`config.mk`:
```
export PLATFORM = sky130hd
export DESIGN_NAME = ctrl_seq_flat
export DESIGN_NICKNAME = d
export VERILOG_FILES = /design/src/rtl/ctrl_seq_if.sv /design/src/rtl/ctrl_seq.sv /design/src/flat_wrapper.sv
export SDC_FILE = /design/constraint.sdc
export NUM_CORES = 1
export LEC_CHECK = 0
export CAP_MARGIN = 20
export CELL_PAD_IN_SITES_DETAIL_PLACEMENT = 0
export CELL_PAD_IN_SITES_GLOBAL_PLACEMENT = 1
export CORE_ASPECT_RATIO = 2
export CORE_MARGIN = 5
export CORE_UTILIZATION = 30
export CTS_BUF_LIST = sky130_fd_sc_hd__clkbuf_4
export DETAILED_ROUTE_END_ITERATION = 16
export GPL_TIMING_DRIVEN = 0
export PLACE_DENSITY_LB_ADDON = 0.1
export SLEW_MARGIN = 20
export SYNTH_ARGS = -nofsm -noshare
export SYNTH_HDL_FRONTEND = slang
export SYNTH_SLANG_ARGS = --single-unit
```
`constraint.sdc`:
```
create_clock -name clk -period 8.4 [get_ports clk]
set_input_delay 1.68 -clock clk [delete_from_list [all_inputs] [get_ports clk]]
set_output_delay 1.68 -clock clk [all_outputs]
set_load 0.02 [all_outputs]
```
`src/rtl/ctrl_seq_if.sv`:
```
// Bundle between a controller and the ctrl_seq sequencer: entry load port, run control, and outputs.
// Zero latency: this interface holds wires only.
// No backpressure: the producer must hold each request for one clock and sample outputs on the clock.
//
// Ports (grouped here and used as modports):
//   master - the controller side. It drives load_*, start, stop, len and loop, and it sees ctrl_out,
//            busy, done, step_idx and err.
//   slave  - the sequencer side. Its directions are the reverse of the master side.
// Optional: when the CTRL_SEQ_STEP_EN macro is defined, the interface also carries step_mode and step_go.
interface ctrl_seq_if #(
    parameter int DEPTH  = 16,
    parameter int CW_W   = 17,
    parameter int HOLD_W = 4
);
    localparam int AW = $clog2(DEPTH);

    logic              load_en;
    logic [AW-1:0]     load_addr;
    logic [CW_W-1:0]   load_word;
    logic [HOLD_W-1:0] load_hold;
    logic              start;
    logic              stop;
    logic [AW:0]       len;
    logic              loop;
    logic [CW_W-1:0]   ctrl_out;
    logic              busy;
    logic              done;
    logic [AW-1:0]     step_idx;
    logic              err;
`ifdef CTRL_SEQ_STEP_EN
    logic              step_mode;
    logic              step_go;

    modport master (
        output load_en, load_addr, load_word, load_hold,
        output start, stop, len, loop, step_mode, step_go,
        input  ctrl_out, busy, done, step_idx, err
    );
    modport slave (
        input  load_en, load_addr, load_word, load_hold,
        input  start, stop, len, loop, step_mode, step_go,
        output ctrl_out, busy, done, step_idx, err
    );
`else
    modport master (
        output load_en, load_addr, load_word, load_hold,
        output start, stop, len, loop,
        input  ctrl_out, busy, done, step_idx, err
    );
    modport slave (
        input  load_en, load_addr, load_word, load_hold,
        input  start, stop, len, loop,
        output ctrl_out, busy, done, step_idx, err
    );
`endif
endinterface

```
`src/rtl/ctrl_seq.sv`:
```
// Plays a stored table of datapath control words. Each entry stays on the output for its hold+1 cycles.
// Latency: the first word appears one clock after an accepted start, and every output is registered.
// No backpressure: the sequencer runs freely. Only stop, rst or (with the step option) step_go change the pace.
//
// Ports:
//   clk, rst - rising-edge clock and synchronous active-high reset. Reset leaves the entry storage intact.
//   bus      - a ctrl_seq_if.slave port. It carries load_*, start, stop, len, loop, ctrl_out, busy,
//              done, step_idx and err.
// Optional feature macro: CTRL_SEQ_STEP_EN. It adds step_mode and step_go for single-stepping.
//   When step_mode=1, an entry advances only on a step_go cycle and the hold counts are ignored.
module ctrl_seq #(
    parameter int DEPTH  = 16,
    parameter int CW_W   = 17,
    parameter int HOLD_W = 4
) (
    input logic     clk,
    input logic     rst,
    ctrl_seq_if.slave bus
);
    localparam int AW = $clog2(DEPTH);

    localparam logic [1:0] S_IDLE = 2'd0;
    localparam logic [1:0] S_RUN  = 2'd1;
    localparam logic [1:0] S_DONE = 2'd2;

    localparam logic [AW:0]   LEN_MAX = (AW+1)'(DEPTH);
    localparam logic [AW-1:0] IDX0    = '0;

    // Entry storage. It has no reset, so a loaded table survives rst.
    logic [CW_W-1:0]   word_mem [DEPTH];
    logic [HOLD_W-1:0] hold_mem [DEPTH];

    logic [1:0]        state_q,    state_d;
    logic [CW_W-1:0]   ctrl_q,     ctrl_d;
    logic              busy_q,     busy_d;
    logic              done_q,     done_d;
    logic              err_q,      err_d;
    logic [AW-1:0]     idx_q,      idx_d;
    logic [HOLD_W-1:0] hold_cnt_q, hold_cnt_d;
    logic [AW:0]       len_q,      len_d;
    logic              loop_q,     loop_d;

    logic              len_ok;
    logic              at_last;
    logic              entry_end;
    logic [AW-1:0]     next_idx;

    // len is AW+1 bits wide so that DEPTH itself can be represented.
    // Both ends of the legal range are checked here.
    assign len_ok   = (bus.len != '0) && (bus.len <= LEN_MAX);
    // The current entry is the last one when idx+1 equals len.
    // The comparison is done at AW+1 bits so that len=DEPTH does not wrap.
    assign at_last  = (({1'b0, idx_q} + 1'b1) == len_q);
    assign next_idx = idx_q + 1'b1;

`ifdef CTRL_SEQ_STEP_EN
    assign entry_end = bus.step_mode ? bus.step_go : (hold_cnt_q == '0);
`else
    assign entry_end = (hold_cnt_q == '0);
`endif

    // Entry writes are accepted outside RUN only, so the table being played never changes mid-run.
    always_ff @(posedge clk) begin
        if (bus.load_en && (state_q != S_RUN)) begin
            word_mem[bus.load_addr] <= bus.load_word;
            hold_mem[bus.load_addr] <= bus.load_hold;
        end
    end

    always_comb begin
        state_d    = state_q;
        ctrl_d     = ctrl_q;
        busy_d     = busy_q;
        done_d     = 1'b0;
        err_d      = 1'b0;
        idx_d      = idx_q;
        hold_cnt_d = hold_cnt_q;
        len_d      = len_q;
        loop_d     = loop_q;

        case (state_q)
            S_IDLE: begin
                ctrl_d     = '0;
                busy_d     = 1'b0;
                idx_d      = '0;
                hold_cnt_d = '0;
                // When stop and start arrive together, stop takes priority: no run starts and no error is flagged.
                if (bus.start && !bus.stop) begin
                    if (len_ok) begin
                        state_d    = S_RUN;
                        ctrl_d     = word_mem[IDX0];
                        busy_d     = 1'b1;
                        hold_cnt_d = hold_mem[IDX0];
                        len_d      = bus.len;
                        loop_d     = bus.loop;
                    end else begin
                        err_d = 1'b1;
                    end
                end
            end

            S_RUN: begin
                if (bus.stop) begin
                    state_d    = S_IDLE;
                    ctrl_d     = '0;
                    busy_d     = 1'b0;
                    idx_d      = '0;
                    hold_cnt_d = '0;
                end else if (entry_end) begin
                    if (at_last && !loop_q) begin
                        state_d    = S_DONE;
                        ctrl_d     = '0;
                        busy_d     = 1'b0;
                        done_d     = 1'b1;
                        idx_d      = '0;
                        hold_cnt_d = '0;
                    end else if (at_last) begin
                        // In loop mode, wrap straight back to entry 0 with no gap cycle.
                        idx_d      = '0;
                        ctrl_d     = word_mem[IDX0];
                        hold_cnt_d = hold_mem[IDX0];
                    end else begin
                        idx_d      = next_idx;
                        ctrl_d     = word_mem[next_idx];
                        hold_cnt_d = hold_mem[next_idx];
                    end
                end else if (hold_cnt_q != '0) begin
                    // The guard matters only in step mode. There the counter can be at zero
                    // while the output waits for step_go, and it must not wrap around.
                    hold_cnt_d = hold_cnt_q - 1'b1;
                end
            end

            S_DONE: begin
                state_d    = S_IDLE;
                ctrl_d     = '0;
                busy_d     = 1'b0;
                idx_d      = '0;
                hold_cnt_d = '0;
            end

            default: begin
                state_d    = S_IDLE;
                ctrl_d     = '0;
                busy_d     = 1'b0;
                idx_d      = '0;
                hold_cnt_d = '0;
            end
        endcase
    end

    always_ff @(posedge clk) begin
        if (rst) begin
            state_q    <= S_IDLE;
            ctrl_q     <= '0;
            busy_q     <= 1'b0;
            done_q     <= 1'b0;
            err_q      <= 1'b0;
            idx_q      <= '0;
            hold_cnt_q <= '0;
            len_q      <= '0;
            loop_q     <= 1'b0;
        end else begin
            state_q    <= state_d;
            ctrl_q     <= ctrl_d;
            busy_q     <= busy_d;
            done_q     <= done_d;
            err_q      <= err_d;
            idx_q      <= idx_d;
            hold_cnt_q <= hold_cnt_d;
            len_q      <= len_d;
            loop_q     <= loop_d;
        end
    end

    assign bus.ctrl_out = ctrl_q;
    assign bus.busy     = busy_q;
    assign bus.done     = done_q;
    assign bus.err      = err_q;
    assign bus.step_idx = idx_q;

endmodule

```
`src/flat_wrapper.sv`:
```
// flat-port wrapper written by rule: the top's interface ports become plain ports
module ctrl_seq_flat 
#(
    parameter int DEPTH  = 16,
    parameter int CW_W   = 17,
    parameter int HOLD_W = 4
)
  (clk, rst, bus_load_en, bus_load_addr, bus_load_word, bus_load_hold, bus_start, bus_stop, bus_len, bus_loop, bus_ctrl_out, bus_busy, bus_done, bus_step_idx, bus_err);
  ctrl_seq_if #(.DEPTH(DEPTH), .CW_W(CW_W), .HOLD_W(HOLD_W)) bus_i ();
  input logic clk;
  input logic rst;
  input wire logic [$bits(bus_i.load_en)-1:0] bus_load_en;
  input wire logic [$bits(bus_i.load_addr)-1:0] bus_load_addr;
  input wire logic [$bits(bus_i.load_word)-1:0] bus_load_word;
  input wire logic [$bits(bus_i.load_hold)-1:0] bus_load_hold;
  input wire logic [$bits(bus_i.start)-1:0] bus_start;
  input wire logic [$bits(bus_i.stop)-1:0] bus_stop;
  input wire logic [$bits(bus_i.len)-1:0] bus_len;
  input wire logic [$bits(bus_i.loop)-1:0] bus_loop;
  output wire logic [$bits(bus_i.ctrl_out)-1:0] bus_ctrl_out;
  output wire logic [$bits(bus_i.busy)-1:0] bus_busy;
  output wire logic [$bits(bus_i.done)-1:0] bus_done;
  output wire logic [$bits(bus_i.step_idx)-1:0] bus_step_idx;
  output wire logic [$bits(bus_i.err)-1:0] bus_err;
  assign bus_i.load_en = bus_load_en;
  assign bus_i.load_addr = bus_load_addr;
  assign bus_i.load_word = bus_load_word;
  assign bus_i.load_hold = bus_load_hold;
  assign bus_i.start = bus_start;
  assign bus_i.stop = bus_stop;
  assign bus_i.len = bus_len;
  assign bus_i.loop = bus_loop;
  assign bus_ctrl_out = bus_i.ctrl_out;
  assign bus_busy = bus_i.busy;
  assign bus_done = bus_i.done;
  assign bus_step_idx = bus_i.step_idx;
  assign bus_err = bus_i.err;
  ctrl_seq #(.DEPTH(DEPTH), .CW_W(CW_W), .HOLD_W(HOLD_W)) u_core (.clk(clk), .rst(rst), .bus(bus_i));
endmodule
```
# Word-level counts from Yosys, hierarchy flattened
# Memory sizes are Yosys's and may differ from the RTL's.
# Cells that the tools add are included.
[totals] ff_bits=36 latchBits=0 ram_bits=336 rom_bits=0 input_bits=36 out_inout_bits=24 memories=2
[classes] add_sub_neg=3 n_mul=0 div=0 magnitude_cmp=1 eq_ne=8 n_shift=0 n_mux=33 bitwise=4 n_reduce_logical=16
[mem_list] name="u_core.word_mem" depth=16 width=17 rd=2 rd_ports_with_merged_regs=0 write_ports=1 line="ctrl_seq.sv:30" text="logic [CW_W-1:0] word_mem [DEPTH];"
[mem_list] name="u_core.hold_mem" depth=16 width=4 rd=2 rd_ports_with_merged_regs=0 write_ports=1 line="ctrl_seq.sv:31" text="logic [HOLD_W-1:0] hold_mem [DEPTH];"
[op_table] cell="$mux W17" count=6
[op_table] cell="$mux W4" count=9
[op_table] cell="$pmux W17 S2" count=1
[op_table] cell="$mux W2" count=5
[op_table] cell="$mux W1" count=9
[op_table] cell="$pmux W4 S2" count=1
[op_table] cell="$ne A2 B1 Y1 const B" count=3
[op_table] cell="$ne A3 B2 Y1 const B" count=2
[op_table] cell="$reduce_or A3 Y1" count=2
[op_table] cell="$add A4 B1 Y5 const B" count=1
[op_table] cell="$eq A5 B5 Y1" count=1
[op_table] cell="$le A5 B5 Y1 const B" count=1
[op_table] cell="$reduce_bool A5 Y1" count=1
[op_table] cell="$add A4 B1 Y4 const B" count=1
[op_table] cell="$logic_and A1 B1 Y1" count=4
[op_table] cell="$logic_not A4 Y1" count=1
[op_table] cell="$ne A4 B2 Y1 const B" count=1
[op_table] cell="$not A1 Y1" count=4
[op_table] cell="$pmux W2 S2" count=1
[op_table] cell="$reduce_and A4 Y1" count=1
[op_table] cell="$reduce_bool A4 Y1" count=1
[op_table] cell="$reduce_or A4 Y1" count=1
[op_table] cell="$sub A4 B1 Y4 const B" count=1
[op_table] cell="$reduce_and A3 Y1" count=1
[op_table] cell="5 further kinds" count=6

# Longest topological paths before layout
# Gate-level depths: netlist of the first run.
[logic_depth] word_depth=7 ltp_mapped=10 mapped_depth_nobuf=8

# Worst setup path after synthesis of the first run
# No wires, ideal clock.
[synth_timing] path_kind="in2reg" start="input bus_load_addr[0]" end="memory u_core.hold_mem[0][0], enable pin" setup_ns=0.426 t_arrival_ns=3.582 required_time_ns=7.974 slack_ns=4.392 cell_stages=2 cell_sequence="or3_1 -> nor3_1"
[synth_lines] item="start: declaration" line="flat_wrapper.sv:13" text="input wire logic [$bits(bus_i.load_addr)-1:0] bus_load_addr;"
[synth_lines] item="end: declaration" line="ctrl_seq.sv:31"
# No word-level cell before the write port.

# Worst setup path in the final report of the first run
[layout_timing] start="register u_core.idx_q[3] (netlist: u_core.bus.step_idx[3])" end="output bus_step_idx[3]"
[layout_lines] item="start: declaration" line="ctrl_seq.sv:38" text="logic [AW-1:0] idx_q, idx_d;"
[layout_lines] item="start signal: assignment" line="ctrl_seq.sv:169" text="idx_q <= idx_d;"
[layout_lines] item="end: declaration" line="flat_wrapper.sv:23" text="output wire logic [$bits(bus_i.step_idx)-1:0] bus_step_idx;"
# No word-level cell between the ends.

==> metrics.md, run 1 <==
| Metric | Value |
|---|---|
| Share of cells above drive strength 1 | 0.312 |
| Final setup vio count | 0 |
| RSZ-0062 raised after global routing | false |
| Worst slew pin tran | 1020 ps |
| Initial drt markers | around 380 |
| Register area share after synthesis | 0.747 |
| Skew final | roughly 41 ps |
| WP data arrival | between 1500 and 2000 ps |
| Max-cap violations | 0 |
| Final Net Count | between 900 and 1000 |
| Initial Util | 0.304 |
| Core Footprint | approximately 48000 um2 |
| Synth async-reset ratio | 0 |
| 1st-pass router iterations | 5 |
| Root Buffer | clkbuf_4 |
| Worst path slowest cell | clkdlybuf4s50_1 |
| Count of different cell masters after synthesis | 47 |
| Synthesized area | approximately 14000 um2 |
| Tmin final | 3640 ps |
| DRC violations left | 0 |
| Mapped Nets | between 700 and 800 |
| CP Class | reg2out |
| CP max stage delay | 670 ps |
| Worst Path Required | roughly 6700 ps |
| DIE HEIGHT | roughly 320 um |
| CP cell instances | clkdlybuf4s50_1 |
| IO Count | 60 |
| Crit start category | register |
| Clk_lat worst skew | a little under 800 ps |
| Rows | about 110 |
| Final TNS setup | 0 ps |
| Number of global-route vias before repair | 8738 |
| CTS Buffer Depth | 3 |
| Count of final max-slew check failures | 0 |
| Cells after synthesis | about 720 |
| Clock slew at reported path FFs | ~70 ps |
| Routability cong. | 0.735 |
| Via count | ~7700 |
| Area leader, netlist | edfxtp_1 |
| Hold WC Path Type | reg2reg |
| Global Route Usage Sum | 0.158 |
| Initial antenna violation count | 2 |
| CTS tree | done |
| Ys Warns | 0 |
| Crit path max-delay family | buffers and inverters |
| Number of synthesized flops with an enable pin | 336 |
| Achievable Freq | 0.275 GHz |
| Hold buffer count at cts | 0 |
| Synth area leaders | edfxtp_1 70%, mux4_2 15%, dfxtp_1 5.0% |
| Drt wl/cell | between 20 and 30 um |
| Die ar. | roughly 53000 um2 |
| WP buf/inv | 1 |
| CP max FO | 6 |
| Placed inst area | between 15000 and 20000 um2 |
| Routed WL | slightly above 40000 um |
| Synth top area share | 0.698 |
| DIE WIDTH | about 170 um |
| Clk sinks | around 370 |
| Main synth FF type | edfxtp_1 |
| Post-DP HPWL | ~28000 um |
| Via density | 4.83 |
| Count of final hold-check violations | 0 |
| Total CTS buffers | 87 |
| Global-route wire length before repair | slightly below 60000 um |
| Leakage | ~5.5 nW |
| Total gr overflow | 0 |
| Commonest non-fill, non-tap cell in the layout | edfxtp_1 |
| Largest net degree at the start of global routing | 17 |
| Power per standard cell area | 205 nW/um2 |
| Run status | complete, no violations |
| Most frequent cells in the layout | 336 x edfxtp_1, 120 x clkbuf_4, 99 x mux4_2, 58 x clkdlybuf4s50_1, 53 x nand2_1 |
| Syn avg cell area | between 20 and 25 um2 |
| Detail Route Antenna Nets | 0 |
| Area grow syn2layout | 20.4% |
| H-tree depth | 3 |
| Design area | roughly 17000 um2 |
| Cts repair resizes | 0 |
| Worst slew margin | 0.320 |
| Fin crit share | 0.433 |
| Yosys reg bits | 372 |
| Crit end category | output pin |
| Input/output buffers | 58 |
| Post-CTS Setup Inserts | 0 |
| Worst vdd ir | 82.4 uV |
[flip-flops by register name, indices dropped and copies added (netlist names), 2 cells and up]
signal / count
u_core.word_mem: 272
u_core.state_q: 2
u_core.hold_cnt_q: 4
u_core.bus.ctrl_out: 17
u_core.bus.step_idx: 4
u_core.len_q: 5
u_core.hold_mem: 64
[per-layer routing]
metal,wire [um],track usage
met1,14100,0.164
met3,2100,0.0343
met2,23700,0.305
met4,1060,0.0557
met5,0,0
[kinds of logic after synthesis]
kind of cell               Yosys count  share of synthesized area
adders and majority gates            3                    0.00260
DFF                                372                      0.747
and+or+nand+nor                    113                     0.0351
buffers and inverters               42                     0.0141
AOI/OAI and AO/OA                   77                     0.0344
xor gates and xnor gates             8                    0.00588
muxes                              108                      0.160
[power breakdown]
group	internal [W]	switching, W	leakage [nW]
Combinational	0.0000525	0.0000873	1.51
Clock	0.000664	0.000719	0.631
Sequential	0.00204	0.00000804	3.33
Total	0.00276	0.000814	5.47
[Yosys cell counts (4+ instances only)]
library cell	n
dfxtp_1	36
buf_2	19
clkbuf_1	11
nand3_1	6
buf_4	4
a21oi_1	33
inv_1	4
mux4_2	99
nor3_1	7
nor2_1	23
nand2b_1	6
mux2i_1	9
nand2_1	53
a211oi_1	5
and2_1	5
o21ai_0	5
a22oi_1	19
edfxtp_1	336
[per-stage QoR]
step / total power, W / hold slack, ps / setup slack, ps / std cells / utilization
after floorplan: 0.00214 / 448 / 4390 / 723 / -
after global placement: 0.00222 / 466 / 1720 / 1413 / 0.332
after detailed placement: 0.00223 / 466 / 3810 / 1440 / 0.343
after CTS: 0.00364 / 478 / 4680 / 1595 / 0.365
after global routing: 0.00373 / 499 / 4630 / 1597 / 0.365
final: 0.00357 / 477 / 4760 / 1597 / 0.365
[worst paths after layout]
path	start	endpoint	slack [ps]	depth (start not counted)
setup / recovery	u_core.bus.step_idx[3]$_SDFFE_PP0P_	bus_step_idx[3]	4760	1
hold / removal	u_core.bus.busy$_SDFFE_PP0P_	u_core.bus.busy$_SDFFE_PP0P_	480	2
setup reg to reg	u_core.bus.step_idx[1]$_SDFFE_PP0P_	u_core.bus.ctrl_out[16]$_SDFFE_PP0P_	5100	8
hold reg to reg	u_core.bus.busy$_SDFFE_PP0P_	u_core.bus.busy$_SDFFE_PP0P_	480	2
[worst min-delay path, cell delays in order (launching register included)]
cell	delay (ps)
dfxtp_1	310
nand2b_1	60
o22ai_1	60
[cell type report]
cell class	count	area, um2
Inverter	4	15.0
Tap cell	632	791
Antenna cell	2	5.00
Multi-Input combinational cell	309	3560
Buffer	38	189
Clock buffer	120	901
Timing Repair Buffer	85	997
Sequential cell	372	10800
Clock inverter	35	140
Fill cell	4471	30200
(Power assumes the default switching activity.)
==> run 2: changes to the inputs <==
==> constraint.sdc (replaced) <==
create_clock -name clk -period 3.5 [get_ports clk]
set_input_delay 0.7 -clock clk [delete_from_list [all_inputs] [get_ports clk]]
set_output_delay 0.7 -clock clk [all_outputs]
set_load 0.02 [all_outputs]
==> run 2 against run 1 <==
Non-clock buffer count is the same. Hold slack lost 190 ps. First-iteration DRC count grew 2.1%.
==> metrics.md, run 2 (same netlist as run 1, synthesis figures left out) <==
| Metric | Value |
|---|---|
| Max-cap violations | 0 (unchanged) |
| Clk sinks | 372 (unchanged) |
| Run status | complete, no violations (unchanged) |
| Skew final | 40.7 ps (about the same) |
| CP cell instances | ha_1 -> xnor2_2 -> o211ai_1 -> a211o_1 -> and3_1 -> clkbuf_1 -> buf_2 -> a22oi_1 -> a21oi_1 (was clkdlybuf4s50_1) |
| Die ar. | 53000 um2 (unchanged) |
| Total power | 0.00857 W (was 0.00357 W) |
| Initial Util | 0.304 (unchanged) |
| Number of global-route vias before repair | 8738 (unchanged) |
| Leakage | 5.48 nW (was 5.47 nW) |
| Rows | 113 (unchanged) |
| Hold WC Path Type | in2reg (was reg2reg) |
| Placed Instances | 1440 (unchanged) |
| Final TNS setup | 0 ps (unchanged) |
| Crit end category | register (was output pin) |
| Clk_lat worst skew | 790 ps (about the same) |
| Commonest non-fill, non-tap cell in the layout | edfxtp_1 (unchanged) |
| Pre-CTS WS | -105 ps (was 3810 ps) |
| Worst slew pin tran | 1020 ps (unchanged) |
| Largest register FFs | 272 (unchanged) |
| CP max stage delay | 550 ps (was 670 ps) |
| DRC violations left | 0 (unchanged) |
| H-tree depth | 3 (unchanged) |
| Post-DP HPWL | 28000 um (unchanged) |
| Initial drt markers | 386 (was 378) |
| Worst slew margin | 0.320 (unchanged) |
| Global-route wire length before repair | 58700 um (unchanged) |
| RSZ-0062 raised after global routing | false (unchanged) |
| Reg with most FFs | u_core.word_mem (unchanged) |
| Worst vdd ir | 198 uV (was 82.4 uV) |
| Count of final max-slew check failures | 0 (unchanged) |
| DIE WIDTH | 165 um (unchanged) |
| Via count | 7719 (was 7721) |
| Largest net degree at the start of global routing | 17 (unchanged) |
| Via density | 4.83 (about the same) |
| CTS tree | done (unchanged) |
| Clock slew at reported path FFs | 70 ps (about the same) |
| CP Class | reg2reg (was reg2out) |
| Routed WL | 40900 um (about the same) |
| Post-CTS Setup Inserts | 0 (unchanged) |
| Crit start category | register (unchanged) |
| Final Net Count | 936 (unchanged) |
| Most frequent cells in the layout | 336 x edfxtp_1, 120 x clkbuf_4, 99 x mux4_2, 58 x clkdlybuf4s50_1, 53 x nand2_1 (unchanged) |
| WP data arrival | 3630 ps (was 1960 ps) |
| Drt wl/cell | 25.6 um (about the same) |
| Worst path slowest cell | xnor2_2 (was clkdlybuf4s50_1) |
| Final setup vio count | 0 (unchanged) |
| Initial antenna violation count | 2 (unchanged) |
| CP max FO | 10 (was 6) |
| Area grow syn2layout | 20.4% (about the same) |
| Tmin final | between 3000 and 4000 ps |
| Global Route Usage Sum | 0.158 (unchanged) |
| Power per standard cell area | 492 nW/um2 (was 205 nW/um2) |
| Worst Slack Setup Final | 490 ps (was 4760 ps) |
| Core Footprint | 47600 um2 (unchanged) |
| Total gr overflow | 0 (unchanged) |
| IO Count | 60 (unchanged) |
| WP buf/inv | 2 (was 1) |
| 1st-pass router iterations | 5 (unchanged) |
| Hold buffer count at cts | 0 (unchanged) |
| Fin util | 0.365 (about the same) |
| CTS Buffer Depth | 3 (unchanged) |
| Fin crit share | 0.860 |
| Count of final hold-check violations | 0 (unchanged) |
| Detail Route Antenna Nets | 0 (unchanged) |
| Root Buffer | clkbuf_4 (unchanged) |
| Crit path max-delay family | compound AO/OA/AOI/OAI gates (was buffers and inverters) |
| Worst Path Required | 4120 ps (was 6720 ps) |
| DIE HEIGHT | 321 um (unchanged) |
| Share of cells above drive strength 1 | 0.314 (was 0.312) |
| Total CTS buffers | 87 (unchanged) |
| Fin cells | 1597 (unchanged) |
| Achievable Freq | approximately 0.33 GHz |
| Fillers | 4473 (was 4471) |
| Routability cong. | 0.735 (unchanged) |
| Input/output buffers | 58 (unchanged) |
## run 2: area by class of cell
class                   count  area (um2)  share of cell area
repair buffers             85         997              0.0573
clock buffers             120         901              0.0517
well taps                 632         791              0.0454
multi-input cells         309        3560               0.204
flip-flops and latches    372       10800               0.621
diodes                      2        5.00            0.000287
plain buffers              38         191              0.0110
inverters                   4        15.0            0.000862
clock inverters            35         140             0.00805
## run 2: stage by stage
step | instance area [um2] | hold slack (ps)
after floorplan | 14500 | 448
after global placement | 15800 | 466
after detailed placement | 16400 | 466
after CTS | 17400 | 199
after global routing | 17400 | 249
final | 17400 | 288
## run 2: metal layers
| layer | up-vias | GRT usage | share of wire | wire length (um) |
|---|---|---|---|---|
| met2 | 232 | 0.305 | 0.58 | 23700 |
| met5 | - | 0 | 0 | 0 |
| met4 | 0 | 0.0557 | 0.026 | 1060 |
| li1 | 3384 | - | - | - |
| met1 | 4032 | 0.164 | 0.35 | 14100 |
| met3 | 71 | 0.0343 | 0.050 | 2040 |
## run 2: worst reg2reg max path: cells and delay by family (launching register included)
family / cells / cell delay (ps)
compound gates: 4 / 870
xor+xnor: 1 / 550
fa+ha+maj: 1 / 300
buf+inv: 2 / 600
flops: 1 / 360
simple gates: 1 / 190
## run 2: worst paths after layout
check	startpoint	to	slack [ps]	depth (start not counted)
setup / recovery	u_core.bus.step_idx[1]$_SDFFE_PP0P_	u_core.bus.ctrl_out[11]$_SDFFE_PP0P_	490	9
hold / removal	rst	u_core.len_q[4]$_SDFFE_PP0P_	290	2
setup reg to reg	u_core.bus.step_idx[1]$_SDFFE_PP0P_	u_core.bus.ctrl_out[11]$_SDFFE_PP0P_	490	9
hold reg to reg	u_core.bus.busy$_SDFFE_PP0P_	u_core.bus.busy$_SDFFE_PP0P_	480	2
## run 2: power breakdown
| part | internal [W] | leakage, nW | total [W] | switching, W |
|---|---|---|---|---|
| clock | 0.00159 | 0.631 | 0.00332 | 0.00173 |
| combinational | 0.000126 | 1.52 | 0.000336 | 0.000210 |
| sequential | 0.00490 | 3.33 | 0.00492 | 0.0000193 |
| total | 0.00662 | 5.48 | 0.00857 | 0.00196 |
## run 2: what timing repair did
action / CTS / global route
gates resized for setup: 0 / 4
endpoints found under the hold margin: 0 / 0
setup endpoints to repair: 0 / 5
